### src/rtl/clk_div_prog.sv
// Runtime-programmable clock divider: one-cycle tick every N enabled cycles plus a registered
// divided square wave. Define CLK_DIV_DUTY_EN to add a programmable high time (duty_in).
module clk_div_prog #(
   parameter int unsigned WIDTH       = 32,
   parameter int unsigned DEFAULT_DIV = 100000
) (
   input  logic             clk,
   input  logic             rst,
   input  logic             en,
   input  logic             clr,
   input  logic [WIDTH-1:0] div_in,
`ifdef CLK_DIV_DUTY_EN
   input  logic [WIDTH-1:0] duty_in,
`endif
   input  logic             div_load,
   output logic             tick,
   output logic             clk_out,
   output logic             load_pending
);

   localparam logic [WIDTH-1:0] DivReset = WIDTH'(DEFAULT_DIV);
   localparam logic [WIDTH-1:0] One      = WIDTH'(1);

   logic [WIDTH-1:0] cnt_q, cnt_d;
   logic [WIDTH-1:0] n_act_q, n_act_d;
   logic [WIDTH-1:0] pend_q, pend_d;
   logic             lp_q, lp_d;
   logic             tick_q, tick_d;
   logic             clk_out_q, clk_out_d;

   logic [WIDTH-1:0] div_s;
   logic             wrap;
   logic             apply;
   logic [WIDTH:0]   h_next;

`ifdef CLK_DIV_DUTY_EN
   // Reset high time is ceil(DEFAULT_DIV/2), written to avoid 32-bit overflow of DEFAULT_DIV+1.
   localparam logic [WIDTH-1:0] DutyReset = WIDTH'((DEFAULT_DIV >> 1) + (DEFAULT_DIV & 1));
   logic [WIDTH-1:0] duty_act_q, duty_act_d;
   logic [WIDTH-1:0] duty_pend_q, duty_pend_d;
`endif

   always_comb begin
      div_s     = (div_in == '0) ? One : div_in;
      wrap      = (cnt_q == n_act_q - One);
      cnt_d     = cnt_q;
      n_act_d   = n_act_q;
      pend_d    = pend_q;
      lp_d      = lp_q;
      tick_d    = 1'b0;
      clk_out_d = clk_out_q;
      apply     = 1'b0;
`ifdef CLK_DIV_DUTY_EN
      duty_act_d  = duty_act_q;
      duty_pend_d = duty_pend_q;
`endif

      if (div_load) begin
         pend_d = div_s;
         lp_d   = 1'b1;
`ifdef CLK_DIV_DUTY_EN
         duty_pend_d = duty_in;
`endif
      end

      if (clr) begin
         cnt_d = '0;
         apply = 1'b1;
      end else if (en) begin
         if (wrap) begin
            cnt_d  = '0;
            tick_d = 1'b1;
            apply  = 1'b1;
         end else begin
            cnt_d = cnt_q + One;
         end
      end

      // The divisor only changes at a period boundary; a same-cycle load bypasses pending.
      if (apply) begin
         lp_d = 1'b0;
         if (div_load) begin
            n_act_d = div_s;
`ifdef CLK_DIV_DUTY_EN
            duty_act_d = duty_in;
`endif
         end else if (lp_q) begin
            n_act_d = pend_q;
`ifdef CLK_DIV_DUTY_EN
            duty_act_d = duty_pend_q;
`endif
         end
      end

`ifdef CLK_DIV_DUTY_EN
      h_next = (duty_act_d < n_act_d) ? {1'b0, duty_act_d} : {1'b0, n_act_d};
`else
      h_next = ({1'b0, n_act_d} + (WIDTH+1)'(1)) >> 1;
`endif

      if (clr) begin
         clk_out_d = 1'b0;
      end else if (en) begin
         clk_out_d = ({1'b0, cnt_d} < h_next);
      end
   end

   always_ff @(posedge clk or posedge rst) begin
      if (rst) begin
         cnt_q     <= '0;
         n_act_q   <= DivReset;
         pend_q    <= '0;
         lp_q      <= 1'b0;
         tick_q    <= 1'b0;
         clk_out_q <= 1'b0;
      end else begin
         cnt_q     <= cnt_d;
         n_act_q   <= n_act_d;
         pend_q    <= pend_d;
         lp_q      <= lp_d;
         tick_q    <= tick_d;
         clk_out_q <= clk_out_d;
      end
   end

`ifdef CLK_DIV_DUTY_EN
   always_ff @(posedge clk or posedge rst) begin
      if (rst) begin
         duty_act_q  <= DutyReset;
         duty_pend_q <= '0;
      end else begin
         duty_act_q  <= duty_act_d;
         duty_pend_q <= duty_pend_d;
      end
   end
`endif

   assign tick         = tick_q;
   assign clk_out      = clk_out_q;
   assign load_pending = lp_q;

endmodule

### config.mk
export PLATFORM = sky130hd
export DESIGN_NAME = clk_div_prog
export DESIGN_NICKNAME = d
export VERILOG_FILES = /design/src/rtl/clk_div_prog.sv
export SDC_FILE = /design/constraint.sdc
export NUM_CORES = 1
export LEC_CHECK = 0
export CAP_MARGIN = 20
export CELL_PAD_IN_SITES_DETAIL_PLACEMENT = 1
export CELL_PAD_IN_SITES_GLOBAL_PLACEMENT = 2
export CORE_MARGIN = 5
export CORE_UTILIZATION = 38
export DETAILED_ROUTE_END_ITERATION = 10
export PLACE_DENSITY = 0.92
export SYNTH_ARGS = -nofsm -noshare
export SYNTH_HDL_FRONTEND = slang
export SYNTH_SLANG_ARGS = --single-unit
### constraint.sdc
create_clock -name clk -period 7.1 [get_ports clk]
set_input_delay 2.13 -clock clk [delete_from_list [all_inputs] [get_ports clk]]
set_output_delay 2.13 -clock clk [all_outputs]
set_load 0.02 [all_outputs]
==> Implementation_results.wiki, run 1 <==
{| class="wikitable"
! Metric !! Value
|-
| Status || finished, final reports clean
|-
| Number of synthesized flops with an enable pin || 0
|-
| Proportion of register bits with asynchronous set or reset after synthesis || 1.00
|-
| Largest driver fanout on the critical path || 4
|-
| Vias || 7277
|-
| Final Power || 1660 uW
|-
| Total number of placement rows || 52
|-
| Final worst path period share || 0.971
|-
| Number of antenna violations at the first check in global routing || 0
|-
| Antenna-violating nets left || 0
|-
| Ant. Diodes || 0
|-
| Post-synthesis share of cell area spent on full adders, half adders and majority gates || 0.0539
|-
| Simple-gate share of the synthesized area || 0.254
|-
| Final number of setup-violating endpoints || 0
|-
| Count of nets after finishing || 1043
|-
| Synth Warn # || 0
|-
| Share of the synthesized area in the top cell type || 0.295
|-
| Multiplexer share of the synthesized area || 0.0333
|-
| CTS tree || built
|-
| Cell at the root of the clock tree || clkbuf_16
|-
| Pin count of the biggest net entering global routing || 74
|-
| Area occupied by multi-input gates || 5060 um2
|-
| Final hold slack || 0.517 ns
|-
| H-tree Lvls || 3
|-
| Fill cell instance count of the final layout || 2432
|-
| Mean area per synthesized cell || 8.46 um2
|-
| Number of register bits inferred by synthesis || 99
|-
| CP endpoint kind || flip-flop
|-
| Post-CTS clock slew at the launch and capture registers of the worst setup and hold paths || 0.07 ns
|-
| Largest stage delay on the critical path || 0.48 ns
|-
| Inserted Clock Buffers || 9
|-
| Maximum operating frequency || 0.145 GHz
|-
| Detailed Route WL || 25.9 mm
|-
| Overall fraction of global-route tracks in use || 0.219
|-
| First-pass GRT wire length || 41.7 mm
|-
| Maximum buffer depth of the clock tree || 2
|-
| Floorplan Core Area || 20400 um2
|-
| CTS Hold Bufs || 0
|-
| Drc violations || 0
|-
| Worst slew slack as a fraction of its limit || 0.539
|-
| Via count of the first global-routing pass || 7461
|-
| Hold WC Path Type || reg2reg
|-
| Combinational family with the most area after synthesis || simple AND/OR/NAND/NOR gates
|-
| Die Span X || 154 um
|-
| Number of different library cells in the post-synthesis netlist || 86
|-
| Count of final max-slew check failures || 0
|-
| # clock sinks || 99
|-
| Nets in the synthesized netlist || 1005
|-
| Final-report hold violation count || 0
|-
| Routed via count divided by cell count || 5.84
|-
| Buf+Inv Stages, Crit Path || 3
|-
| Clock period minus worst slack || 6.90 ns
|-
| Clk_lat worst skew || 0.36 ns
|-
| Worst endpoint required time || 7.35 ns
|-
| Number of cells produced by synthesis || 934
|-
| Total leakage power || 0.00367 uW
|-
| Type of element launching the critical path || input pin
|-
| Post-route clock skew || 0.0112 ns
|-
| Pin slew with the least headroom to its limit || 0.687 ns
|-
| Predominant post-synthesis flop cell || dfrtp_1
|-
| I/O pins || 40
|-
| Post-Synthesis Cell Area || 7900 um2
|-
| Complex-gate fraction of the synthesized area || 0.180
|-
| Routed length per placed instance || 20.8 um
|-
| Cell class contributing the biggest share of worst-path delay || simple AND/OR/NAND/NOR gates
|-
| Area leader, netlist || dfrtp_1
|-
| Sequential cell area || 2490 um2
|-
| Die area || 23800 um2
|-
| WS Path Type || in2reg
|-
| Signed area change from the synthesized netlist to the final layout || 14.6%
|-
| Arrival time at the worst endpoint || 7.14 ns
|-
| Router iterations before antenna repair || 5
|-
| Count of routing violations after the opening detailed-route iteration || 480
|-
| Fraction of final layout cells sized beyond drive strength 1 || 0.123
|-
| Maximum vdd ir drop || 0.000111 V
|-
| Height of the die || 154 um
|-
| Port-buffer cells || 39
|-
| Seq/Total Area, Yosys || 0.315
|-
| Synth top area cells || dfrtp_1 (29%), xnor2_1 (6.1%), ha_1 (5.4%)
|-
| Remaining Overflow, GRT || 0
|-
| Pwr dens || 184 nW/um2
|-
| HPWL after detailed placement || 20.0 mm
|-
| XOR/XNOR share of the synthesized area || 0.112
|-
| Slowest library cell on the worst path || clkdlybuf4s50_1
|-
| Initial core utilization || 0.388
|-
| Most frequent CP cell || nand3_1
|-
| Max-cap violations || 0
|-
| Routability Congestion || 0.883
|-
| Register-to-Register Setup Slack || 0.53 ns
|}
synth_stat cells, types with 8 or more instances:
cell type and n:
xor2_1 44, a22o_1 14, clkbuf_1 31, buf_2 8, inv_1 38, nor2_1 102
a21oi_1 42, nor2b_1 17, a21o_1 10, dfrtp_1 93, nand2_1 69, ha_1 34
buf_1 11, mux2i_1 17, nand4_1 24, a31oi_1 21, o21ai_0 48, xnor2_1 55
nand3_1 46, nor4_1 22, nor3_1 22, nand2b_1 13
power by group:
part           switching, uW  internal (uW)
clock                    237            239
sequential               104            615
combinational            269            199
total                    609           1050
per-stage QoR:
stage                util  area (um2)  std cells  setup WS (ns)  TNS, ns
floorplan               -        7940        934         0.0164        0
global placement    0.426        8680       1225         -0.184   -0.184
detailed placement  0.426        8680       1225         -0.270   -0.270
CTS                 0.440        8950       1241          0.101        0
global route        0.445        9050       1247        -0.0350  -0.0350
finish              0.445        9050       1247          0.204        0
logic make-up after synthesis:
group,after synthesis
flip-flops,99
AO/OA/AOI/OAI,205
adder cells (fa/ha/maj),34
buffers and inverters,96
multiplexers,24
AND/OR/NAND/NOR,376
XOR/XNOR,100
sequential cells by signal, indices dropped and copies added, names as in the netlist:
register	cells
n_act_q	32
pend_q	32
tick	1
clk_out	1
load_pending	1
cnt_q	32
layout make-up:
class | count | share of cell area
multi-input combinational | 739 | 0.559
sequential | 99 | 0.275
timing repair buffer | 85 | 0.0829
tap | 270 | 0.0373
clock buffer | 10 | 0.0253
inverter | 38 | 0.0160
clock inverter | 6 | 0.00470
per-layer routing:
layer	GRT usage	routed length [um]
met5	0	0
met3	0.0251	1090
met4	0.0774	754
met2	0.343	11800
met1	0.312	12300
cell usage in the layout, fill, tap and decap left out, drive strengths merged, types with 19 or more instances in the layout:
cell type,n
nor2,103
dfrtp,93
nand2,70
xnor2,56
o21ai,50
nand3,49
buf,47
xor2,44
a21oi,43
clkdlybuf4s50,38
inv,38
ha,34
nand4,25
nor3,25
nor4,24
a31oi,23
mux2i,19
final timing paths:
| kind | depth (start not counted) | from | endpoint |
|---|---|---|---|
| min reg2reg | 1 | pend_q[19] | pend_q[19] |
| min | 1 | pend_q[19] | pend_q[19] |
| max in group asynchronous | 3 | rst | n_act_q[16] |
| max reg2reg | 30 | n_act_q[1] | clk_out |
| min in group asynchronous | 2 | rst | cnt_q[6] |
| max | 26 | en | clk_out |
timing repair:
item,in CTS,in global routing
setup buffers,0,5
setup endpoints to repair,0,1
gates resized for setup,0,12
No activity file was read; power rests on OpenSTA's default activity.
==> inputs of run 2 (changes only) <==
Settings changed: CORE_ASPECT_RATIO from default to 1.1.
==> run 2 against run 1 <==
Compared with the run above: clock skew up 0.0030 ns; critical endpoint unchanged; global-route usage up 0.067 points; worst setup slack better by 0.37 ns.
==> Implementation_results.wiki, run 2 (same netlist as run 1, synthesis figures left out) <==
{| class="wikitable"
! Metric !! Value
|-
| Final hold slack || 0.519 ns (+0.00233 ns)
|-
| Post-CTS clock slew at the launch and capture registers of the worst setup and hold paths || 0.07 ns (about the same)
|-
| Worst hold stages || 1 (unchanged)
|-
| Pin count of the biggest net entering global routing || 60 (-19%)
|-
| Maximum buffer depth of the clock tree || 2 (unchanged)
|-
| Largest driver fanout on the critical path || 7 (+3)
|-
| Routability Congestion || 0.895 (+1.4%)
|-
| Top metal layer carrying routed signals || met4
|-
| Number of antenna violations at the first check in global routing || 0 (unchanged)
|-
| Router iterations before antenna repair || 5 (unchanged)
|-
| Largest registers || cnt_q x32, n_act_q x32, pend_q x32
|-
| Utilization after layout || 0.441 (-0.00395)
|-
| Hold WC Path Type || reg2reg
|-
| Max-cap violations || 0 (unchanged)
|-
| Final number of setup-violating endpoints || 0 (unchanged)
|-
| Pwr dens || 190 nW/um2 (+3.7%)
|-
| WS Path Type || in2reg
|-
| Vias || 7289 (+0.16%)
|-
| Die Span X || 147 um (-4.4%)
|-
| Total number of placement rows || 55 (+5.8%)
|-
| Cell at the root of the clock tree || clkbuf_16
|-
| Met3 Wirelength || 811 um (-25%)
|-
| Non-Filler Instances || 1232 (-1.2%)
|-
| Fraction of final layout cells sized beyond drive strength 1 || 0.121 (-0.00192)
|-
| Post-route clock skew || 0.0142 ns (+0.00297 ns)
|-
| Ant. Diodes || 0 (unchanged)
|-
| Clock period minus worst slack || 6.53 ns (-0.370 ns)
|-
| Count of routing violations after the opening detailed-route iteration || 395 (-18%)
|-
| Number of cells on the worst reg-to-reg path || 29 (-3.3%)
|-
| Maximum operating frequency || 0.153 GHz (+5.7%)
|-
| Wire length on met2 || 13.5 mm (+14%)
|-
| HPWL after detailed placement || 20.0 mm (-0.15%)
|-
| Hold path startpoint || pend_q[17]
|-
| Count of final max-slew check failures || 0 (unchanged)
|-
| Overall fraction of global-route tracks in use || 0.219 (+0.000672)
|-
| Highest-count cells in the layout ignoring fill and taps || nor2_1 (100), dfrtp_1 (92), nand2_1 (69), xnor2_1 (55), nand3_1 (46)
|-
| Drc violations || 0 (unchanged)
|-
| Initial core utilization || 0.385 (-0.00270)
|-
| Pin slew with the least headroom to its limit || 0.797 ns (+0.110 ns)
|-
| Register-to-Register Setup Slack || 0.82 ns (+0.29 ns)
|-
| Signed area change from the synthesized netlist to the final layout || 14.4%
|-
| H-tree Lvls || 3 (unchanged)
|-
| First-pass GRT wire length || 41.6 mm (-0.40%)
|-
| Final Worst Setup Slack || 0.573 ns (+0.370 ns)
|-
| Unrepaired setup endpoints after global routing || no
|-
| Routed via count divided by cell count || 5.92 (+1.4%)
|-
| Type of element launching the critical path || input pin
|-
| Inserted Clock Buffers || 9 (unchanged)
|-
| Routed length per placed instance || 21.2 um (+2.1%)
|-
| Antenna-violating nets left || 0 (unchanged)
|-
| Final-report hold violation count || 0 (unchanged)
|-
| Fill cell instance count of the final layout || 2471 (+1.6%)
|-
| Reg2reg start || n_act_q[1]
|-
| Maximum vdd ir drop || 0.000111 V (-0.31%)
|-
| CTS Hold Bufs || 0 (unchanged)
|-
| Total routed wire length on the met1 layer || 11.2 mm (-9.1%)
|-
| Sequential cell area || 2490 um2 (unchanged)
|-
| Pre-CTS setup slack || -0.222 ns (+0.0484 ns)
|-
| Final worst path period share || 0.919 (-0.0520)
|-
| I/O pins || 40 (unchanged)
|-
| Remaining Overflow, GRT || 0 (unchanged)
|-
| Final-layout setup total negative slack || 0 ns (unchanged)
|-
| Count of nets after finishing || 1042 (-0.096%)
|-
| CTS tree || built
|-
| CP endpoint kind || flip-flop
|-
| Worst endpoint required time || 7.40 ns (+0.05 ns)
|-
| Port-buffer cells || 39 (unchanged)
|-
| Arrival time at the worst endpoint || 6.82 ns (-0.32 ns)
|-
| Via count of the first global-routing pass || 7574 (+1.5%)
|-
| Detailed Route WL || 26.2 mm (+0.85%)
|-
| Clk_lat worst skew || 0.36 ns (about the same)
|-
| Worst Hold Path EP || pend_q[17]
|-
| Count of placed standard cells including taps || 1215 (-0.82%)
|-
| Status || finished, final reports clean
|-
| Critical register-to-register path endpoint || clk_out
|-
| Area occupied by multi-input gates || 5040 um2 (-0.49%)
|-
| Height of the die || 161 um (+4.6%)
|-
| Total leakage power || 0.00369 uW (+0.45%)
|-
| Die area || 23800 um2 (about the same)
|-
| Worst slew slack as a fraction of its limit || 0.469 (-0.0697)
|-
| Floorplan Core Area || 20500 um2 (+0.70%)
|-
| Most frequent standard cell in the layout excluding fill and tap cells || nor2_1
|-
| # clock sinks || 99 (unchanged)
|}
[run 2: layout make-up]
| type | instances | share of cell area |
|---|---|---|
| clock inverter | 6 | 0.00776 |
| timing repair buffer | 84 | 0.0817 |
| tap | 256 | 0.0355 |
| sequential | 99 | 0.275 |
| multi-input combinational | 739 | 0.557 |
| inverter | 38 | 0.0161 |
| clock buffer | 10 | 0.0265 |
[run 2: report_power, final]
part / switching, uW / total (uW) / internal (uW)
registers: 94.5 / 709 / 615
clock network: 246 / 533 / 287
logic: 277 / 477 / 200
[run 2: metal layers]
metal / global-route usage / up-vias
met3: 0.0334 / 39
met4: 0.0661 / 0
met5: 0 / -
met1: 0.272 / 3668
met2: 0.393 / 120
li1: - / 3462
[run 2: worst max-delay path by stage]
stage	start	endpoint	slack [ns]	depth (start not counted)
floorplan	en	clk_out	0.02	32
global placement	en	clk_out	-0.1	29
detailed placement	en	clk_out	-0.22	30
CTS	en	clk_out	0.14	30
global route	div_in[0]	clk_out	0.23	26
finish	en	clk_out	0.57	25
[run 2: per-stage QoR]
step	power, uW	cell area, um2
floorplan	1020	7940
detailed placement	1190	8710
finish	1720	9030
CTS	1730	9020
global placement	1180	8710
global route	1810	9030
[run 2: critical path: stages]
cell and delay (ns):
dlymetal6s2s_1 0.15, nand3_1 0.10, a211o_1 0.26, nor4_2 0.31
nand4_2 0.16, or3_4 0.42, o21ai_4 0.22, nand3_1 0.11
o21ai_0 0.11, a221o_1 0.20, ha_2 0.20, nand4_1 0.15
mux2i_4 0.23, nand3_4 0.09, buf_4 0.19, nor4_2 0.32
buf_4 0.18, nand2_1 0.06, xor2_1 0.16, ha_1 0.30
a21o_1 0.18, a21o_1 0.17, a21oi_1 0.15, o211a_1 0.16
a22o_1 0.11
[run 2: repair_timing]
action                     4_1_cts  5_1_grt
gates resized for setup          0        7
buffers inserted                 0        1
setup endpoints to repair        0        1
